## config.mk

```make
export PLATFORM = sky130hd
export DESIGN_NAME = lsu_mem_master_flat
export DESIGN_NICKNAME = d
export VERILOG_FILES = /design/src/rtl/lsu_mem_master_if.sv /design/src/rtl/lsu_mem_master.sv /design/src/flat_wrapper.sv
export SDC_FILE = /design/constraint.sdc
export NUM_CORES = 1
export LEC_CHECK = 0
export CORE_AREA = 2 2 210 212
export DETAILED_ROUTE_END_ITERATION = 7
export DIE_AREA = 0 0 212 214
export PLACE_DENSITY = 0.59
export SLEW_MARGIN = 0
export SYNTH_ARGS = -nofsm -noshare
export SYNTH_HDL_FRONTEND = slang
export SYNTH_SLANG_ARGS = --single-unit
```

## constraint.sdc

```tcl
create_clock -name clk -period 3.1 [get_ports clk]
set_input_delay 0.775 -clock clk [delete_from_list [all_inputs] [get_ports clk]]
set_output_delay 0.775 -clock clk [all_outputs]
set_load 0.05 [all_outputs]
```

## src/rtl/lsu_mem_master_if.sv

```systemverilog
// Request, response and data-memory signals of the load/store unit.
// The master view belongs to the LSU; the slave view is the environment
// (requester plus word-wide data memory).
interface lsu_mem_master_if;
    logic        req_valid;
    logic        req_ready;
    logic        req_write;
    logic [2:0]  req_func3;
    logic [31:0] req_addr;
    logic [31:0] req_wdata;

    logic        resp_valid;
    logic [31:0] resp_rdata;
    logic        resp_err;

    logic        mem_write;
    logic [31:0] mem_addr;
    logic [31:0] mem_wdata;
    logic [2:0]  mem_func3;
    logic [31:0] mem_rdata;

    modport master (
        input  req_valid, req_write, req_func3, req_addr, req_wdata, mem_rdata,
        output req_ready, resp_valid, resp_rdata, resp_err,
               mem_write, mem_addr, mem_wdata, mem_func3
    );

    modport slave (
        output req_valid, req_write, req_func3, req_addr, req_wdata, mem_rdata,
        input  req_ready, resp_valid, resp_rdata, resp_err,
               mem_write, mem_addr, mem_wdata, mem_func3
    );
endinterface

```

## src/rtl/lsu_mem_master.sv

```systemverilog
// Load/store unit memory master: turns RV32 byte/half/word accesses at any
// alignment into word-only memory reads and read-modify-write stores,
// splitting accesses that straddle a word boundary into two words.
module lsu_mem_master (
    input  logic              clk,
    input  logic              reset_n,
    lsu_mem_master_if.master  bus
);

    typedef enum logic [2:0] {
        IDLE = 3'd0,
        RD0  = 3'd1,
        RD1  = 3'd2,
        WR0  = 3'd3,
        WR1  = 3'd4,
        RESP = 3'd5
    } state_t;

    state_t      state_reg;

    // Captured request fields and fetched memory words
    logic [31:0] addr_reg;
    logic [31:0] wdata_reg;
    logic        write_reg;
    logic [2:0]  func3_reg;
    logic [31:0] word0_reg;
    logic [31:0] word1_reg;

    // Registered outputs
    logic        req_ready_reg;
    logic        resp_valid_reg;
    logic        resp_err_reg;
    logic [31:0] resp_rdata_reg;
    logic        mem_write_reg;
    logic [31:0] mem_addr_reg;
    logic [31:0] mem_wdata_reg;

    // Derived access geometry
    logic [1:0]  offset;
    logic [2:0]  size_bytes;
    logic [3:0]  size_nibble;
    logic        crossing;
    logic [31:0] base_addr;
    logic [31:0] next_addr;
    logic        req_legal;

    // Data path
    logic [31:0] word0_cur;
    logic [31:0] word1_cur;
    logic [63:0] window;
    logic [31:0] load_word;
    logic [31:0] load_data;
    logic [7:0]  byte_mask;
    logic [63:0] bit_mask;
    logic [63:0] wdata_shift;
    logic [63:0] merged;

    assign offset    = addr_reg[1:0];
    assign base_addr = {addr_reg[31:2], 2'b00};
    // Second word address wraps naturally at 2^32
    assign next_addr = base_addr + 32'd4;

    // Access size from the low func3 bits (00 byte, 01 half, 1x word)
    always_comb begin
        size_bytes  = 3'd4;
        size_nibble = 4'b1111;
        case (func3_reg[1:0])
            2'b00: begin
                size_bytes  = 3'd1;
                size_nibble = 4'b0001;
            end
            2'b01: begin
                size_bytes  = 3'd2;
                size_nibble = 4'b0011;
            end
            default: begin
                size_bytes  = 3'd4;
                size_nibble = 4'b1111;
            end
        endcase
    end

    assign crossing = (({1'b0, offset}) + size_bytes) > 3'd4;

    // Legality of the incoming request: stores only B/H/W, loads also BU/HU
    always_comb begin
        req_legal = 1'b0;
        if (bus.req_write) begin
            req_legal = (bus.req_func3 == 3'b000) || (bus.req_func3 == 3'b001) ||
                        (bus.req_func3 == 3'b010);
        end else begin
            req_legal = (bus.req_func3 == 3'b000) || (bus.req_func3 == 3'b001) ||
                        (bus.req_func3 == 3'b010) || (bus.req_func3 == 3'b100) ||
                        (bus.req_func3 == 3'b101);
        end
    end

    // The word being read this cycle comes straight from memory so the result
    // or merge can be registered on the same edge that captures it.
    assign word0_cur = (state_reg == RD0) ? bus.mem_rdata : word0_reg;
    assign word1_cur = (state_reg == RD1) ? bus.mem_rdata : word1_reg;
    assign window    = {word1_cur, word0_cur};

    // Little-endian extraction of the addressed bytes
    assign load_word = 32'(window >> {offset, 3'b000});

    // Truncate to the access size, then sign- or zero-extend
    always_comb begin
        load_data = load_word;
        case (func3_reg)
            3'b000:  load_data = {{24{load_word[7]}},  load_word[7:0]};
            3'b001:  load_data = {{16{load_word[15]}}, load_word[15:0]};
            3'b100:  load_data = {24'd0, load_word[7:0]};
            3'b101:  load_data = {16'd0, load_word[15:0]};
            default: load_data = load_word;
        endcase
    end

    // Store merge: only the addressed bytes of the two-word window change
    assign byte_mask   = {4'b0000, size_nibble} << offset;
    assign wdata_shift = {32'd0, wdata_reg} << {offset, 3'b000};

    generate
        for (genvar gi = 0; gi < 8; gi++) begin : g_byte_mask
            assign bit_mask[gi*8 +: 8] = {8{byte_mask[gi]}};
        end
    endgenerate

    assign merged = (window & ~bit_mask) | (wdata_shift & bit_mask);

    // Access sequencer with registered outputs
    always_ff @(posedge clk or negedge reset_n) begin
        if (!reset_n) begin
            state_reg      <= IDLE;
            addr_reg       <= 32'd0;
            wdata_reg      <= 32'd0;
            write_reg      <= 1'b0;
            func3_reg      <= 3'd0;
            word0_reg      <= 32'd0;
            word1_reg      <= 32'd0;
            req_ready_reg  <= 1'b1;
            resp_valid_reg <= 1'b0;
            resp_err_reg   <= 1'b0;
            resp_rdata_reg <= 32'd0;
            mem_write_reg  <= 1'b0;
            mem_addr_reg   <= 32'd0;
            mem_wdata_reg  <= 32'd0;
        end else begin
            case (state_reg)
                IDLE: begin
                    if (bus.req_valid && req_ready_reg) begin
                        addr_reg      <= bus.req_addr;
                        wdata_reg     <= bus.req_wdata;
                        write_reg     <= bus.req_write;
                        func3_reg     <= bus.req_func3;
                        word0_reg     <= 32'd0;
                        word1_reg     <= 32'd0;
                        req_ready_reg <= 1'b0;
                        if (req_legal) begin
                            state_reg    <= RD0;
                            mem_addr_reg <= {bus.req_addr[31:2], 2'b00};
                        end else begin
                            // Illegal width: answer immediately, touch no memory
                            state_reg      <= RESP;
                            resp_valid_reg <= 1'b1;
                            resp_err_reg   <= 1'b1;
                            resp_rdata_reg <= 32'd0;
                        end
                    end
                end

                RD0: begin
                    word0_reg <= bus.mem_rdata;
                    if (crossing) begin
                        state_reg    <= RD1;
                        mem_addr_reg <= next_addr;
                    end else if (write_reg) begin
                        state_reg     <= WR0;
                        mem_write_reg <= 1'b1;
                        mem_addr_reg  <= base_addr;
                        mem_wdata_reg <= merged[31:0];
                    end else begin
                        state_reg      <= RESP;
                        resp_valid_reg <= 1'b1;
                        resp_rdata_reg <= load_data;
                        mem_addr_reg   <= 32'd0;
                    end
                end

                RD1: begin
                    word1_reg <= bus.mem_rdata;
                    if (write_reg) begin
                        state_reg     <= WR0;
                        mem_write_reg <= 1'b1;
                        mem_addr_reg  <= base_addr;
                        mem_wdata_reg <= merged[31:0];
                    end else begin
                        state_reg      <= RESP;
                        resp_valid_reg <= 1'b1;
                        resp_rdata_reg <= load_data;
                        mem_addr_reg   <= 32'd0;
                    end
                end

                WR0: begin
                    if (crossing) begin
                        state_reg     <= WR1;
                        mem_write_reg <= 1'b1;
                        mem_addr_reg  <= next_addr;
                        mem_wdata_reg <= merged[63:32];
                    end else begin
                        state_reg      <= RESP;
                        mem_write_reg  <= 1'b0;
                        mem_addr_reg   <= 32'd0;
                        mem_wdata_reg  <= 32'd0;
                        resp_valid_reg <= 1'b1;
                        resp_rdata_reg <= 32'd0;
                    end
                end

                WR1: begin
                    state_reg      <= RESP;
                    mem_write_reg  <= 1'b0;
                    mem_addr_reg   <= 32'd0;
                    mem_wdata_reg  <= 32'd0;
                    resp_valid_reg <= 1'b1;
                    resp_rdata_reg <= 32'd0;
                end

                RESP: begin
                    state_reg      <= IDLE;
                    resp_valid_reg <= 1'b0;
                    resp_err_reg   <= 1'b0;
                    resp_rdata_reg <= 32'd0;
                    req_ready_reg  <= 1'b1;
                end

                default: begin
                    state_reg      <= IDLE;
                    resp_valid_reg <= 1'b0;
                    resp_err_reg   <= 1'b0;
                    resp_rdata_reg <= 32'd0;
                    mem_write_reg  <= 1'b0;
                    mem_addr_reg   <= 32'd0;
                    mem_wdata_reg  <= 32'd0;
                    req_ready_reg  <= 1'b1;
                end
            endcase
        end
    end

    assign bus.req_ready  = req_ready_reg;
    assign bus.resp_valid = resp_valid_reg;
    assign bus.resp_err   = resp_err_reg;
    assign bus.resp_rdata = resp_rdata_reg;
    assign bus.mem_write  = mem_write_reg;
    assign bus.mem_addr   = mem_addr_reg;
    assign bus.mem_wdata  = mem_wdata_reg;
    assign bus.mem_func3  = 3'b010;

endmodule

```

## src/flat_wrapper.sv

```systemverilog
// flat-port wrapper written by rule: the top's interface ports become plain ports
module lsu_mem_master_flat 
  (clk, reset_n, bus_req_valid, bus_req_write, bus_req_func3, bus_req_addr, bus_req_wdata, bus_mem_rdata, bus_req_ready, bus_resp_valid, bus_resp_rdata, bus_resp_err, bus_mem_write, bus_mem_addr, bus_mem_wdata, bus_mem_func3);
  lsu_mem_master_if bus_i ();
  input  logic clk;
  input  logic reset_n;
  input wire logic [$bits(bus_i.req_valid)-1:0] bus_req_valid;
  input wire logic [$bits(bus_i.req_write)-1:0] bus_req_write;
  input wire logic [$bits(bus_i.req_func3)-1:0] bus_req_func3;
  input wire logic [$bits(bus_i.req_addr)-1:0] bus_req_addr;
  input wire logic [$bits(bus_i.req_wdata)-1:0] bus_req_wdata;
  input wire logic [$bits(bus_i.mem_rdata)-1:0] bus_mem_rdata;
  output wire logic [$bits(bus_i.req_ready)-1:0] bus_req_ready;
  output wire logic [$bits(bus_i.resp_valid)-1:0] bus_resp_valid;
  output wire logic [$bits(bus_i.resp_rdata)-1:0] bus_resp_rdata;
  output wire logic [$bits(bus_i.resp_err)-1:0] bus_resp_err;
  output wire logic [$bits(bus_i.mem_write)-1:0] bus_mem_write;
  output wire logic [$bits(bus_i.mem_addr)-1:0] bus_mem_addr;
  output wire logic [$bits(bus_i.mem_wdata)-1:0] bus_mem_wdata;
  output wire logic [$bits(bus_i.mem_func3)-1:0] bus_mem_func3;
  assign bus_i.req_valid = bus_req_valid;
  assign bus_i.req_write = bus_req_write;
  assign bus_i.req_func3 = bus_req_func3;
  assign bus_i.req_addr = bus_req_addr;
  assign bus_i.req_wdata = bus_req_wdata;
  assign bus_i.mem_rdata = bus_mem_rdata;
  assign bus_req_ready = bus_i.req_ready;
  assign bus_resp_valid = bus_i.resp_valid;
  assign bus_resp_rdata = bus_i.resp_rdata;
  assign bus_resp_err = bus_i.resp_err;
  assign bus_mem_write = bus_i.mem_write;
  assign bus_mem_addr = bus_i.mem_addr;
  assign bus_mem_wdata = bus_i.mem_wdata;
  assign bus_mem_func3 = bus_i.mem_func3;
  lsu_mem_master u_core (.clk(clk), .reset_n(reset_n), .bus(bus_i));
endmodule
```

==> results.toml <==
[outcome]
status = "complete, no violations"

[pwr]
power.density_nw_per_um2 = 1260
p_leak_nw = 6.97
irDropWorstVdd_mv = 0.650

[critical_path]
path_buf_inv = 2
crit_family = "adder cells"
cp_max_fo = 14
start_kind = "flop"
cp_slowest_stage_delay_ps = 460
cp_slowest_cell = "fa_1"
cp.required_ps = 3550
path_cells = "nor2_1, ha_1, inv_1, fa_1, xnor2_2, and2_1, a21oi_4, buf_4, nor2_1, mux2_2, o221ai_1"
arrival_ps = 3370
worstSetupEndpointType = "flop"
crit_type = "reg2reg"
crit_top_cell = "nor2_1"

[synthesis]
synthCells = 1212
yosysSeqAreaShare_pct = 47.1
ys_ff_latch = 233
synth_cell_types = 59
synth_ff_type = "dfrtp_1"
synth_top_area_share_pct = 46.9
synthTopCellsByArea = "dfrtp_1, mux2i_1, mux2_2"
synth_warnings = 0
synthArstFlopShare_pct = 100
synth_area_um2 = 12400
synth_edf_count = 0
synth_top_area_cell = "dfrtp_1"
syn_avg_cell_area_um2 = 10.2

[worst_hold_path]
hold_class = "in2async"

[global_routing]
track_usage_pct = 19.4
grt.overflow.total = 0
antenna_found_initial = 5
grt_pass1_vias = 10500
grt_pass1_wl_mm = 67.9
grt_max_degree = 76

[placed_design]
dp_slack_ps = -45.6
gp_congestion = 0.873
placed_area_um2 = 15200
portBuffers = 200
dpl.hpwl_mm = 32.9

[timing]
finalWorstSetupSlack_ps = 187
timing.final.hold_violations = 0
worst_slew_pin_slew_ps = 1050
slew_headroom_pct = 29.5
drv_slew = 0
clock.fmax_ghz = 0.343
clock_skew_ps = 36.6
grt_setup_unrepaired = "no"
finalSetupViolations = 0
fin_crit_sh_pct = 94.0
period_needed_ps = 2910
tns_ps = 0

[route]
first_pass_iters = 7
ant_nets = 0
vias_per_cell = 5.40
avgRoutedWirePerCell_um = 22.3
finalWirelength_mm = 44.8
dr.first_iter.drc_count = 957
via_count = 10900
drc = 0

[floorplanning]
die_area_um2 = 45400
dieHeight_um = 214
start_util_pct = 28.9
io_pins = 206
die_w_um = 212
core_region_area_um2 = 42900
rows = 76

[clock_network]
htreeDepth = 1
cts_buffer_depth = 3
numClockSinks = 233
ctsHoldBuffers = 0
clock-root-buffer = "clkbuf_16"
path_clk_slew_ps = 60
clock_latency_ps = 570
numCtsBuffers = 28
cts_tree = "done"

[final_layout]
syn2layout_area_growth_pct = 31.4
layout.nets = 1509
fin_area_um2 = 16300
drive_gt1_share_pct = 14.5
final_core_util_pct = 37.9

[run]
maxCapViolCount = 0
cells by family (layout without fill, tap and decap cells):
logic type	after synthesis	count (layout)	share of synthesized area, %
compound gates	309	309	17.1
xor+xnor	17	17	1.20
fa+ha+maj	4	4	0.465
buf+inv	105	313	3.73
flops	233	233	47.1
mux	203	203	18.2
other cells	2	9	0.0607
simple gates	339	339	12.1
metal layers:
metal / GRT usage, % / share of wire, % / vias to the layer above / wire (µm)
li1: - / - / 4818 / -
met1: 28.1 / 45 / 5510 / 20400
met2: 28.8 / 44 / 448 / 19900
met3: 3.40 / 6.9 / 77 / 3090
met4: 7.21 / 3.2 / 2 / 1410
met5: 0 / 0.027 / - / 12
metrics by stage:
| stage | total power, mW | hold slack [ps] | instances |
|---|---|---|---|
| 2_1_floorplan | 12.8 | 479 | 1215 |
| 3_3_place_gp | 16.7 | 470 | 1957 |
| 3_5_place_dp | 16.8 | 469 | 1957 |
| 4_1_cts | 20.4 | 187 | 2008 |
| 5_1_grt | 21.7 | 220 | 2012 |
| 6_report | 20.5 | 168 | 2012 |
power by group:
group,leakage (nW),switching [mW],internal [mW]
clock network,0.481,1.41,2.15
logic,3.55,7.13,4.28
registers,2.94,1.22,4.36
total,6.97,9.75,10.8
path summary, 6_finish.rpt:
path | from | to | slack [ps] | cells after the start
worst max-delay path | u_core.func3_reg[1]$_DFFE_PN0P_ | u_core.bus.mem_addr[20]$_DFFE_PN0P_ | 190 | 11
worst min-delay path | reset_n | u_core.word1_reg[19]$_DFFE_PN0P_ | 170 | 1
worst max register to register | u_core.func3_reg[1]$_DFFE_PN0P_ | u_core.bus.mem_addr[20]$_DFFE_PN0P_ | 190 | 11
worst min register to register | u_core.bus.mem_addr[7]$_DFFE_PN0P_ | u_core.bus.mem_addr[7]$_DFFE_PN0P_ | 480 | 1
max in group asynchronous | reset_n | u_core.word0_reg[25]$_DFFE_PN0P_ | 2150 | 2
min in group clk | u_core.bus.mem_addr[7]$_DFFE_PN0P_ | u_core.bus.mem_addr[7]$_DFFE_PN0P_ | 480 | 1
synth_stat cells, drive strengths merged, types with 11 or more instances:
cell type  instances
nand3             12
buf               42
a211oi            27
a22oi             21
nand2             98
nor2             152
a222oi            19
a221oi            21
nor3              11
a21oi             67
nor2b             24
dfrtp            232
clkbuf            55
o21ai             74
mux2i            121
mux2              73
cell usage in the layout (no fill, tap or decap), types with 4 or more instances in the layout:
cell and count:
buf_12 8, and3_1 7, mux2i_1 119, clkinv_2 5
o2bb2ai_1 8, nand2_1 97, and2_1 8, clkdlybuf4s50_1 199
a222oi_1 19, clkbuf_16 28, inv_1 5, a211o_1 8
nor2_1 151, o21ai_0 70, mux4_2 9, xnor2_1 9
a22o_1 7, a221o_1 8, nor3_1 9, a211oi_1 27
buf_4 46, bufinv_16 5, o211ai_1 6, conb_1 5
dfrtp_1 231, mux2_2 72, a221oi_1 21, o221ai_1 9
nand3_1 12, diode_2 4, o21a_1 10, nand4_1 10
a21o_1 10, a21oi_1 66, xor2_1 7, a22oi_1 21
nor2b_1 24
repair_timing:
action,in CTS,in global routing
cloned,0,0
setup buffers,0,0
endpoints found under the setup margin,13,28
gates resized for setup,1,4
final cells by class:
class                           count  area, µm²
Multi-Input combinational cell    877       6160
Clock inverter                     17        240
Tap cell                          585        732
Fill cell                        4208      26600
Clock buffer                       34        753
Inverter                            8       30.0
Antenna cell                        4       10.0
Timing Repair Buffer              254       2510
Sequential cell                   233       5830
Power figures use the tool's default switching activity.
